## config.mk

```make
export PLATFORM = sky130hd
export DESIGN_NAME = mem_line_port
export DESIGN_NICKNAME = d
export VERILOG_FILES = /design/src/rtl/bdi_mem_pkg.sv /design/src/rtl/line_word_buffer.sv /design/src/rtl/mem_line_port.sv
export SDC_FILE = /design/constraint.sdc
export NUM_CORES = 1
export LEC_CHECK = 0
export CORE_AREA = 2 2 265 267
export DETAILED_ROUTE_END_ITERATION = 12
export DIE_AREA = 0 0 267 269
export DONT_BUFFER_PORTS = 1
export PLACE_DENSITY = 0.57
export SLEW_MARGIN = 20
export SYNTH_ARGS = -nofsm -noshare
export SYNTH_HDL_FRONTEND = slang
export SYNTH_SLANG_ARGS = --single-unit
export TNS_END_PERCENT = 10
```

## constraint.sdc

```tcl
create_clock -name clk -period 3.4 [get_ports clk]
set_input_delay 0.34 -clock clk [delete_from_list [all_inputs] [get_ports clk]]
set_output_delay 0.34 -clock clk [all_outputs]
set_load 0.05 [all_outputs]
```

## src/rtl/bdi_mem_pkg.sv

```systemverilog
// bdi_mem_pkg: shared defaults, state encoding and width helpers for the line port
package bdi_mem_pkg;
  localparam int DEF_WORD_WIDTH = 32;
  localparam int DEF_ADDR_WIDTH = 32;
  localparam int DEF_WORDS_PER_LINE = 8;
  typedef enum logic [2:0] {IDLE, RD_REQ, RD_WAIT, WR, RESP} mlp_state_e;
  function automatic int ofs_w(input int n);
    return $clog2(n);
  endfunction
  function automatic int line_width(input int w, input int n);
    return w * n;
  endfunction
endpackage

```

## src/rtl/line_word_buffer.sv

```systemverilog
// line_word_buffer: line register with whole-line load, word-indexed write and word-indexed read
module line_word_buffer
  import bdi_mem_pkg::*;
#(
  parameter int WORD_WIDTH = DEF_WORD_WIDTH,
  parameter int WORDS_PER_LINE = DEF_WORDS_PER_LINE,
  localparam int LINE_WIDTH = line_width(WORD_WIDTH, WORDS_PER_LINE),
  localparam int OFS_W = ofs_w(WORDS_PER_LINE)
) (
  input  logic                  clk,
  input  logic                  rst,
  input  logic                  load,
  input  logic [LINE_WIDTH-1:0] load_line,
  input  logic                  we,
  input  logic [OFS_W-1:0]      widx,
  input  logic [WORD_WIDTH-1:0] wword,
  input  logic [OFS_W-1:0]      ridx,
  output logic [WORD_WIDTH-1:0] rword,
  output logic [LINE_WIDTH-1:0] line_next
);
  logic [LINE_WIDTH-1:0] line;
  // next line contents: optional full load, then the single-word write on top
  always_comb begin
    line_next = load ? load_line : line;
    if (we) line_next[widx*WORD_WIDTH +: WORD_WIDTH] = wword;
  end
  assign rword = line[ridx*WORD_WIDTH +: WORD_WIDTH];
  // line storage
  always_ff @(posedge clk) line <= rst ? '0 : line_next;
endmodule

```

## src/rtl/mem_line_port.sv

```systemverilog
// mem_line_port: turns one cache-line request into a burst of single-word memory accesses
module mem_line_port
  import bdi_mem_pkg::*;
#(
  parameter int WORD_WIDTH = DEF_WORD_WIDTH,
  parameter int ADDR_WIDTH = DEF_ADDR_WIDTH,
  parameter int WORDS_PER_LINE = DEF_WORDS_PER_LINE,
  localparam int LINE_WIDTH = line_width(WORD_WIDTH, WORDS_PER_LINE),
  localparam int OFS_W = ofs_w(WORDS_PER_LINE),
  localparam int LADDR_W = ADDR_WIDTH - 2 - OFS_W
) (
  input  logic                  clk,
  input  logic                  rst,
  input  logic                  req_valid,
  output logic                  req_ready,
  input  logic                  req_write,
  input  logic [LADDR_W-1:0]    req_line_addr,
  input  logic [LINE_WIDTH-1:0] req_wdata,
  output logic                  resp_valid,
  input  logic                  resp_ready,
  output logic                  resp_write,
  output logic [LINE_WIDTH-1:0] resp_rdata,
  output logic [ADDR_WIDTH-3:0] mem_read_addr,
  output logic                  mem_read_addr_valid,
  input  logic                  mem_read_ready,
  input  logic [WORD_WIDTH-1:0] mem_read_data,
  input  logic                  mem_read_valid,
  output logic [WORD_WIDTH-1:0] mem_write_data,
  output logic [ADDR_WIDTH-3:0] mem_write_addr,
  output logic                  mem_write_en
);
  mlp_state_e state;
  logic [LADDR_W-1:0] line_addr;
  logic [OFS_W:0] cnt;
  logic [OFS_W-1:0] nidx;
  logic last, accept, capture;
  logic [WORD_WIDTH-1:0] rword;
  logic [LINE_WIDTH-1:0] line_next;
  assign nidx = cnt[OFS_W-1:0] + OFS_W'(1);
  assign last = cnt == (OFS_W+1)'(WORDS_PER_LINE - 1);
  assign accept = state == IDLE && req_valid;
  assign capture = state == RD_WAIT && mem_read_valid;
  line_word_buffer #(.WORD_WIDTH(WORD_WIDTH), .WORDS_PER_LINE(WORDS_PER_LINE)) u_buf (
    .clk(clk), .rst(rst),
    .load(accept && req_write), .load_line(req_wdata),
    .we(capture), .widx(cnt[OFS_W-1:0]), .wword(mem_read_data),
    .ridx(nidx), .rword(rword), .line_next(line_next)
  );
  // control FSM; every memory-side output is issued one word ahead from registers
  always_ff @(posedge clk) begin
    if (rst) begin
      state <= IDLE;
      req_ready <= 1'b1;
      resp_valid <= 1'b0;
      resp_write <= 1'b0;
      resp_rdata <= '0;
      mem_read_addr_valid <= 1'b0;
      mem_read_addr <= '0;
      mem_write_en <= 1'b0;
      mem_write_addr <= '0;
      mem_write_data <= '0;
      line_addr <= '0;
      cnt <= '0;
    end else begin
      case (state)
        IDLE: if (req_valid) begin
          line_addr <= req_line_addr;
          cnt <= '0;
          req_ready <= 1'b0;
          state <= req_write ? WR : RD_REQ;
          if (req_write) begin
            mem_write_en <= 1'b1;
            mem_write_addr <= {req_line_addr, {OFS_W{1'b0}}};
            mem_write_data <= req_wdata[WORD_WIDTH-1:0];
          end else begin
            mem_read_addr_valid <= 1'b1;
            mem_read_addr <= {req_line_addr, {OFS_W{1'b0}}};
          end
        end
        RD_REQ: if (mem_read_ready) begin
          mem_read_addr_valid <= 1'b0;
          state <= RD_WAIT;
        end
        RD_WAIT: if (mem_read_valid) begin
          if (last) begin
            state <= RESP;
            resp_valid <= 1'b1;
            resp_write <= 1'b0;
            resp_rdata <= line_next;
          end else begin
            cnt <= cnt + 1'b1;
            mem_read_addr_valid <= 1'b1;
            mem_read_addr <= {line_addr, nidx};
            state <= RD_REQ;
          end
        end
        WR: if (last) begin
          mem_write_en <= 1'b0;
          state <= RESP;
          resp_valid <= 1'b1;
          resp_write <= 1'b1;
        end else begin
          cnt <= cnt + 1'b1;
          mem_write_addr <= {line_addr, nidx};
          mem_write_data <= rword;
        end
        RESP: if (resp_ready) begin
          resp_valid <= 1'b0;
          req_ready <= 1'b1;
          state <= IDLE;
        end
        default: state <= IDLE;
      endcase
    end
  end
endmodule
```

# == Word-level counts from Yosys, hierarchy flattened ==
# Index checks and enable logic that the tools add are counted.
# op_classes
eq_ne,15
n_reduce_logical,22
shift,3
addsub,3
mux,47
# op_table
op,n
$mux 256,2
$bwmux 256,1
$shift 32x34->256 const A,1
$shiftx 256x9->32,1
$shiftx 32x34->256,1
$mux 30,6
$pmux 30 s2,2
$mux 32,3
$pmux 32 s2,1
$neg 8->34,1
$ne 2x2->1 const B,10
$mux 3,6
$mux 1,15
$pmux 3 s5,1
$mux 4,3
$pmux 4 s3,1
$reduce_and 3->1,4
$reduce_and 4->1,3
$reduce_and 5->1,2
$reduce_bool 3->1,3
$reduce_bool 2->1,4
$eq 3x2->1 const B,2
$pmux 1 s2,3
$pmux 1 s3,2
other kinds (10),12
# totals
register_bits,643
out_inout_bits,353
elab_cells,103

# == Depth between registers and ports, before layout ==
# Gate-level depths: netlist of run 1.
# depth
depth_word,6
ltp_mapped,10

# == Hierarchy ==
# A second synthesis of run 1 with hierarchy kept.
# hier_totals
hier_cells,3496
hier_area_um2,32142.1
# by_module_without_submodules
mod,cells_each,area_per_inst_um2,n_inst
line_word_buffer,1723,17688.2,1
mem_line_port,1773,14453.9,1

# == Worst setup path after synthesis of run 1 ==
# No wires, ideal clock.
# synth_timing
kind,register to register
start,reg cnt[0]
end,reg u_buf.line[154]
t_arrival_ns,2.653
path_stages_with_launch,11
slack_ns,0.614
n_path_buf,3
synth_period_minus_slack_ns,2.786
path_cell_list,dfxtp_1 inv_1 clkbuf_1 ha_1 ha_1 or3b_4 or4_1 buf_2 buf_2 nor2_1 a211oi_2
# synth_via
elab_chain_len,4
word_cells_on_any_way,5
cone_classes,add/sub (1); shift (2); mux (2)
# synth_lines
element,line_no,source
"start, declared",mem_line_port.sv:34,logic [OFS_W:0] cnt;
"start signal, assigned",mem_line_port.sv:91,cnt <= cnt + 1'b1;
"start signal, assigned",mem_line_port.sv:103,cnt <= cnt + 1'b1;
$neg 8->34 *,line_word_buffer.sv:25,if (we) line_next[widx*WORD_WIDTH +: WORD_WIDTH] = wword;
$shiftx 32x34->256 or $shift 32x34->256 (tied branches),line_word_buffer.sv:25,
$bwmux 256 *,line_word_buffer.sv:25,
$mux 256 *,line_word_buffer.sv:25,
"end signal, assigned",line_word_buffer.sv:29,always_ff @(posedge clk) line <= rst ? '0 : line_next;
"end, declared",line_word_buffer.sv:21,logic [LINE_WIDTH-1:0] line;
# Every way passes the cells marked *; elsewhere a longest branch is shown, timed or not.
# A chain may end at the register's enable or synchronous reset.

# == Final worst setup path of run 1 ==
# layout_timing
start,reg cnt[1]
end,reg mem_write_data[13]
# layout_via
elab_chain_len,4
word_cells_on_any_way,7
cone_classes,add/sub (1); eq/ne (2); shift (1); mux (2); reduce/logical (1)
# layout_lines
element,line_no,source
$add 3x1->3,mem_line_port.sv:39,assign nidx = cnt[OFS_W-1:0] + OFS_W'(1);
$shiftx 256x9->32,line_word_buffer.sv:27,assign rword = line[ridx*WORD_WIDTH +: WORD_WIDTH];
$mux 32,mem_line_port.sv:97,WR: if (last) begin
$pmux 32 s2,mem_line_port.sv:65,case (state)
"end signal, assigned",mem_line_port.sv:74,mem_write_data <= req_wdata[WORD_WIDTH-1:0];
"end signal, assigned",mem_line_port.sv:105,mem_write_data <= rword;
"end, declared",mem_line_port.sv:28,"output logic [WORD_WIDTH-1:0] mem_write_data,"
# Parallel ways exist; a longest one is shown, timed or not. The select of a mux whose other input is x is not followed.

==> out/metrics.cfg, run 1 <==
[run_status]
outcome = completed

[drt]
post_drt_wl_per_cell_um = 33.0
via_per_inst = 6.59
vias = 28500
ant_nets = 0
wl_um = 143000
drc = 0
drtIter0Drc = 3458
firstDrtPassIters = 6

[finish]
drive_gt1_frac = 0.0876
synthToLayoutAreaGrowth_pct = 23.8
design_area_um2 = 35700
instances_no_fill = 4320
multi_input_comb_area_um2 = 14400
n_fill_cell = 6384
post-route-util = 0.515
seqCellArea_um2 = 12900
nNetsFinal = 3601

[synthesis]
synth_nets = 3460
avgSynthCellArea_um2 = 9.20
synthFlopType = dfxtp_1
yosysWarnings = 0
synth.top_cell.area_share = 0.446
synth-seq-cells = 643
ys_async_sr_fraction = 0
synthTopCellsByArea = dfxtp_1 45%, a211oi_1 7.5%, mux4_2 5.0%
synth_edf_count = 0
syn_inst = 3134
synth_area_um2 = 28800
yosysSeqAreaShare = 0.446
yosys.area.top_type = dfxtp_1
yosysUniqueCellTypes = 56

[worst_setup_path]
rr_worst_depth = 7
cp.required_ps = 3900
max_stage_delay_ps = 670
crit_path_max_fanout = 44
reg2reg_slack_ps = 110
crit_type = reg2reg
worstPathCellList = inv_1 > ha_4 > buf_4 > mux4_2 > a22oi_1 > a211oi_1 > dlygate4sd3_1
r2r-end = mem_write_data[13]
startpoint_type = flip-flop
critPathCaptureType = flip-flop
arrival_ps = 3800
r2r_start = cnt[1]
cpMaxStageDelayCell = buf_4

[timing]
final-setup-viol-count = 0
whs_ps = 26.4
drv_slew = 0
timing.fmax_mhz = 304
rsz0062_at_grt = false
setup_tns_ps = 0
fin_ws_ps = 108
slew_headroom = 0.337
tightest_slew_ps = 995
hold_viol = 0
fin_skew_ps = 19.5
period_share = 0.968
fin_crit_ps = 3290

[clock_network]
htreeDepth = 3
cts_buffers = 73
cts.sinks = 643
cts_buffer_depth = 3
clk_latency_ps = 620
clk_pin_slew_ps = 60
cts-root-buf = clkbuf_16
cts_tree = done

[pwr]
p_switching_mw = 8.19
p_leak_nw = 14.0
ir_drop_uv = 380
swShare = 0.348
power.total_mw = 23.5
power.density_nw_per_um2 = 658
pwr-share-seq = 0.420
pwr-share-comb = 0.225
p_int_mw = 15.3
clock_power_share = 0.355

[die]
start_util = 0.416
num_rows = 97
die_y_um = 269
ios = 675
core_um2 = 69300
chipWidth_um = 267
die_area_um2 = 71800

[hold_path]
min_delay_worst_endpoint = u_buf.line[203]
min_path_cells = 2
hold_class = in2reg
hold_start = req_wdata[203]

[global_routing]
grt_start_max_net_pins = 286
track_usage = 0.380
grt_pass1_vias = 26500
grt_pass1_wl_um = 198000
antenna_found_initial = 59
gr-total-overflow = 0

[job]
max_cap_violations = 0

[placed_design]
dpl.hpwl_um = 93100
gp_congestion = 0.938
dp.cells = 3756
preCtsSetupSlack_ps = 468
numPortBuffers = 0
placed_area_um2 = 29200

[final cells by class]
cell class | instances | area share
Inverter | 7 | 0.000736
Timing Repair Buffer | 447 | 0.128
Clock buffer | 110 | 0.0609
Antenna cell | 46 | 0.00322
Clock inverter | 24 | 0.00886
Tap cell | 940 | 0.0329
Multi-Input combinational cell | 2103 | 0.404
Sequential cell | 643 | 0.360
[flip-flops by register name, indices dropped and copies added (netlist names)]
name and count:
resp_rdata 256, u_buf.line 256, mem_write_data 32, mem_read_addr 30, mem_write_addr 30, line_addr 27, cnt 4, state 3
mem_read_addr_valid 1, mem_write_en 1, req_ready 1, resp_valid 1, resp_write 1
[kinds of logic (layout without fill, tap and decap cells)]
family,after synthesis,in the layout,synth area share
adder cells (fa/ha/maj),4,4,0.00173
buffers and inverters,388,588,0.0572
flip-flops,643,643,0.446
XOR/XNOR,1,1,0.000304
AND/OR/NAND/NOR,1005,1005,0.173
AO/OA/AOI/OAI,932,932,0.238
multiplexers,161,161,0.0836
other,0,46,0
[power groups by stage]
stage | Combinational [mW] | Clock [mW] | Sequential, mW
after floorplan | 3.28 | 0 | 9.55
after global placement | 4.25 | 0 | 9.98
after detailed placement | 4.33 | 0 | 10.0
after CTS | 5.16 | 8.37 | 9.83
after global routing | 5.62 | 8.69 | 9.91
final | 5.30 | 8.34 | 9.87
[cell usage after synthesis (4+ instances only)]
master      n
a22oi_1    32
inv_1       7
and3_1    138
o32ai_1    66
nand3_1    55
mux2i_1    97
a211oi_2   12
and3b_1    25
buf_4       6
nor2_1    260
nor3_1    130
a32o_1     25
nand2b_1   70
a311oi_1   56
o31ai_1   129
a32oi_1    98
o21ai_0    69
clkbuf_1  273
buf_6      10
o21ai_1     9
nand3b_1    5
and2_1     46
or4_1       4
nand2_1   245
a211oi_1  290
a21oi_1   136
buf_1      16
mux4_2     64
buf_2      76
or3_1       4
dfxtp_1   643
ha_1        4
[how the worst max path moves through the flow]
stage	start	endpoint	slack (ps)	cells past startpoint
after detailed placement	cnt[1]	u_buf.line[200]	470	8
final	cnt[1]	mem_write_data[13]	110	7
after global routing	cnt[1]	u_buf.line[65]	50	9
after floorplan	cnt[0]	u_buf.line[154]	610	10
after CTS	state[1]	resp_rdata[4]	40	7
after global placement	cnt[1]	u_buf.line[194]	530	8
[cells in the final DEF, fill, tap and decap left out, types with 5 or more instances in the layout]
cell / instances
mux4_2: 64
a211oi_1: 290
o31ai_1: 129
clkbuf_16: 74
nor3_1: 129
clkbuf_1: 17
o21ai_0: 69
nand2b_1: 70
a22oi_1: 32
buf_4: 42
diode_2: 46
a311oi_1: 56
and3b_1: 25
a32oi_1: 98
nand3_1: 54
clkinv_2: 10
nand2_1: 244
a211oi_2: 12
clkbuf_8: 19
and3_1: 137
and2_1: 46
o21ai_1: 9
nor2_1: 255
bufinv_16: 6
o32ai_1: 66
a32o_1: 25
mux2i_1: 97
dfxtp_1: 641
dlygate4sd3_1: 383
buf_12: 20
inv_1: 7
nand3b_1: 5
a21oi_1: 135
[what timing repair did]
action / CTS / global route
endpoints found under the setup margin: 0 / 101
gates resized for setup: 0 / 5
hold endpoints to repair: 533 / 0
hold buffers: 384 / 0
setup buffers: 0 / 0
[worst max-delay path, delay by kind of cell, from the launching register on]
kind / cells / cell delay (ps)
AO/OA/AOI/OAI: 2 / 430
adder cells (fa/ha/maj): 1 / 390
buffers and inverters: 3 / 1340
flip-flops: 1 / 440
multiplexers: 1 / 520
[layer usage]
metal  up-vias  GRT usage  wire [µm]
li1      12200          -          -
met1     14100      0.501      56800
met3       296      0.140      18000
met4        22      0.173       6460
met2      1845      0.551      61300
met5         -          0        135
Note: power is estimated with default switching activity, not from simulation.
==> run 2: changes to the inputs <==
==> constraint.sdc (replaced) <==
create_clock -name clk -period 4.27 [get_ports clk]
set_input_delay 0.427 -clock clk [delete_from_list [all_inputs] [get_ports clk]]
set_output_delay 0.427 -clock clk [all_outputs]
set_load 0.05 [all_outputs]
==> run 2 against run 1 <==
Against the previous run:
- global-route usage fell by 0.71 points
- register-to-register slack improved by 360 ps
- power shrank 22%
- maximum frequency is 13% lower
- non-clock buffer count decreased by 195
==> out/metrics.cfg, run 2 (synthesized netlist as in run 1, its figures left out) <==
[global_routing]
gr-total-overflow = 0
met1_usage = 0.494
grt_pass1_vias = 25300
grt_pass1_wl_um = 194000
grtUsageMet3 = 0.126
antenna_found_initial = 49
grt-busiest-layer = met2
track_usage = 0.372
met2_usage = 0.549
grt_start_max_net_pins = 253

[finish]
synthToLayoutAreaGrowth_pct = 16.4
seqCellArea_um2 = 12900
nNetsFinal = 3406
n_fill_cell = 6458
reg.largest.list = resp_rdata x256, u_buf.line x256, mem_write_data x32
drive_gt1_frac = 0.0894
instances_no_fill = 4105
mostFrequentLayoutCells = 642 x dfxtp_1, 290 x a211oi_1, 255 x nor2_1, 243 x nand2_1, 200 x dlygate4sd3_1
final_common_cell = dfxtp_1
multi_input_comb_area_um2 = 14400

[timing]
timing.fmax_mhz = 263
slew_headroom = 0.0215
hold_viol = 0
period_share = 0.890
fin_skew_ps = 25.2
drv_slew = 0
final-setup-viol-count = 0
tightest_slew_ps = 1470
rsz0062_at_grt = false
fin_crit_ps = 3800
setup_tns_ps = 0

[hold_path]
hold_class = in2reg
min_path_cells = 2

[pwr]
power.density_nw_per_um2 = 545
ir_drop_uv = 271
pwr-share-seq = 0.430
p_switching_mw = 6.44
swShare = 0.352
clock_power_share = 0.357
power.total_mw = 18.3
p_leak_nw = 12.9
pwr-share-comb = 0.213
p_int_mw = 11.9

[die]
chipWidth_um = 267
core_um2 = 69300
start_util = 0.416
die_y_um = 269
num_rows = 97
ios = 675
die_area_um2 = 71800

[drt]
ant_nets = 0
vias = 27500
post_drt_wl_per_cell_um = 34.4
via_per_inst = 6.71
wl_um = 141000
drc = 0
firstDrtPassIters = 6
drtIter0Drc = 3551

[placed_design]
gp_congestion = 0.945
dp.cells = 3743
dpl.hpwl_um = 93500
numPortBuffers = 0

[job]
max_cap_violations = 0

[run_status]
outcome = completed

[clock_network]
clk_latency_ps = 630
cts_tree = done
cts_buffer_depth = 3
clk_pin_slew_ps = 60
cts-root-buf = clkbuf_16
htreeDepth = 3
cts.sinks = 643
cts_buffers = 73
postCtsSetupBuffers = 0

[worst_setup_path]
startpoint_type = flip-flop
arrival_ps = 4300
cp.required_ps = 4770
rr_worst_depth = 6
crit_type = reg2reg
crit_path_max_fanout = 56
critPathCaptureType = flip-flop

==> run 2: final timing paths <==
kind	startpoint	endpoint	slack, ps
hold reg to reg	line_addr[25]	mem_write_addr[28]	490
hold / removal	mem_read_data[27]	u_buf.line[27]	20
setup reg to reg	cnt[0]	mem_write_data[23]	470
setup / recovery	cnt[0]	mem_write_data[23]	470
==> run 2: area by class of cell <==
class | count | area share
Antenna cell | 33 | 0.00246
Clock buffer | 103 | 0.0640
Multi-Input combinational cell | 2103 | 0.430
Sequential cell | 643 | 0.383
Clock inverter | 24 | 0.00872
Timing Repair Buffer | 252 | 0.0756
Tap cell | 940 | 0.0350
Inverter | 7 | 0.000782
==> run 2: worst max-delay path: stages, from the launching register on <==
cell	delay, ps
dfxtp_4	350
buf_4	700
buf_4	800
mux4_2	720
a22oi_1	320
a211oi_1	120
dlygate4sd3_1	570
==> run 2: routing by layer <==
layer	up-vias	wire length, µm	share of wire
li1	11800	-	-
met1	13800	57700	0.41
met2	1696	61000	0.43
met3	269	16600	0.12
met4	18	5790	0.041
met5	-	115	0.00081
==> run 2: timing repair <==
item                                    in CTS  in global routing
hold endpoints to repair                   374                  0
gates resized for setup                      0                  0
hold buffers                               202                  0
endpoints found under the setup margin       0                  0
==> run 2: power by group through the flow <==
stage / combinational, mW / clock (mW) / sequential [mW]
2_1_floorplan: 2.61 / 0 / 7.60
3_3_place_gp: 3.32 / 0 / 7.96
3_5_place_dp: 3.39 / 0 / 7.97
4_1_cts: 3.83 / 6.56 / 7.84
5_1_grt: 4.14 / 6.80 / 7.89
6_report: 3.90 / 6.54 / 7.87
==> run 2: metrics by stage <==
step	util	setup WS, ps	hold WS, ps	cell area, µm²
detailed placement	0.419	1050	463	29000
global route	0.484	293	34.2	33600
CTS	0.483	484	0.312	33500
finish	0.485	468	23.8	33600
floorplan	-	1480	450	28800
global placement	0.418	1030	456	29000
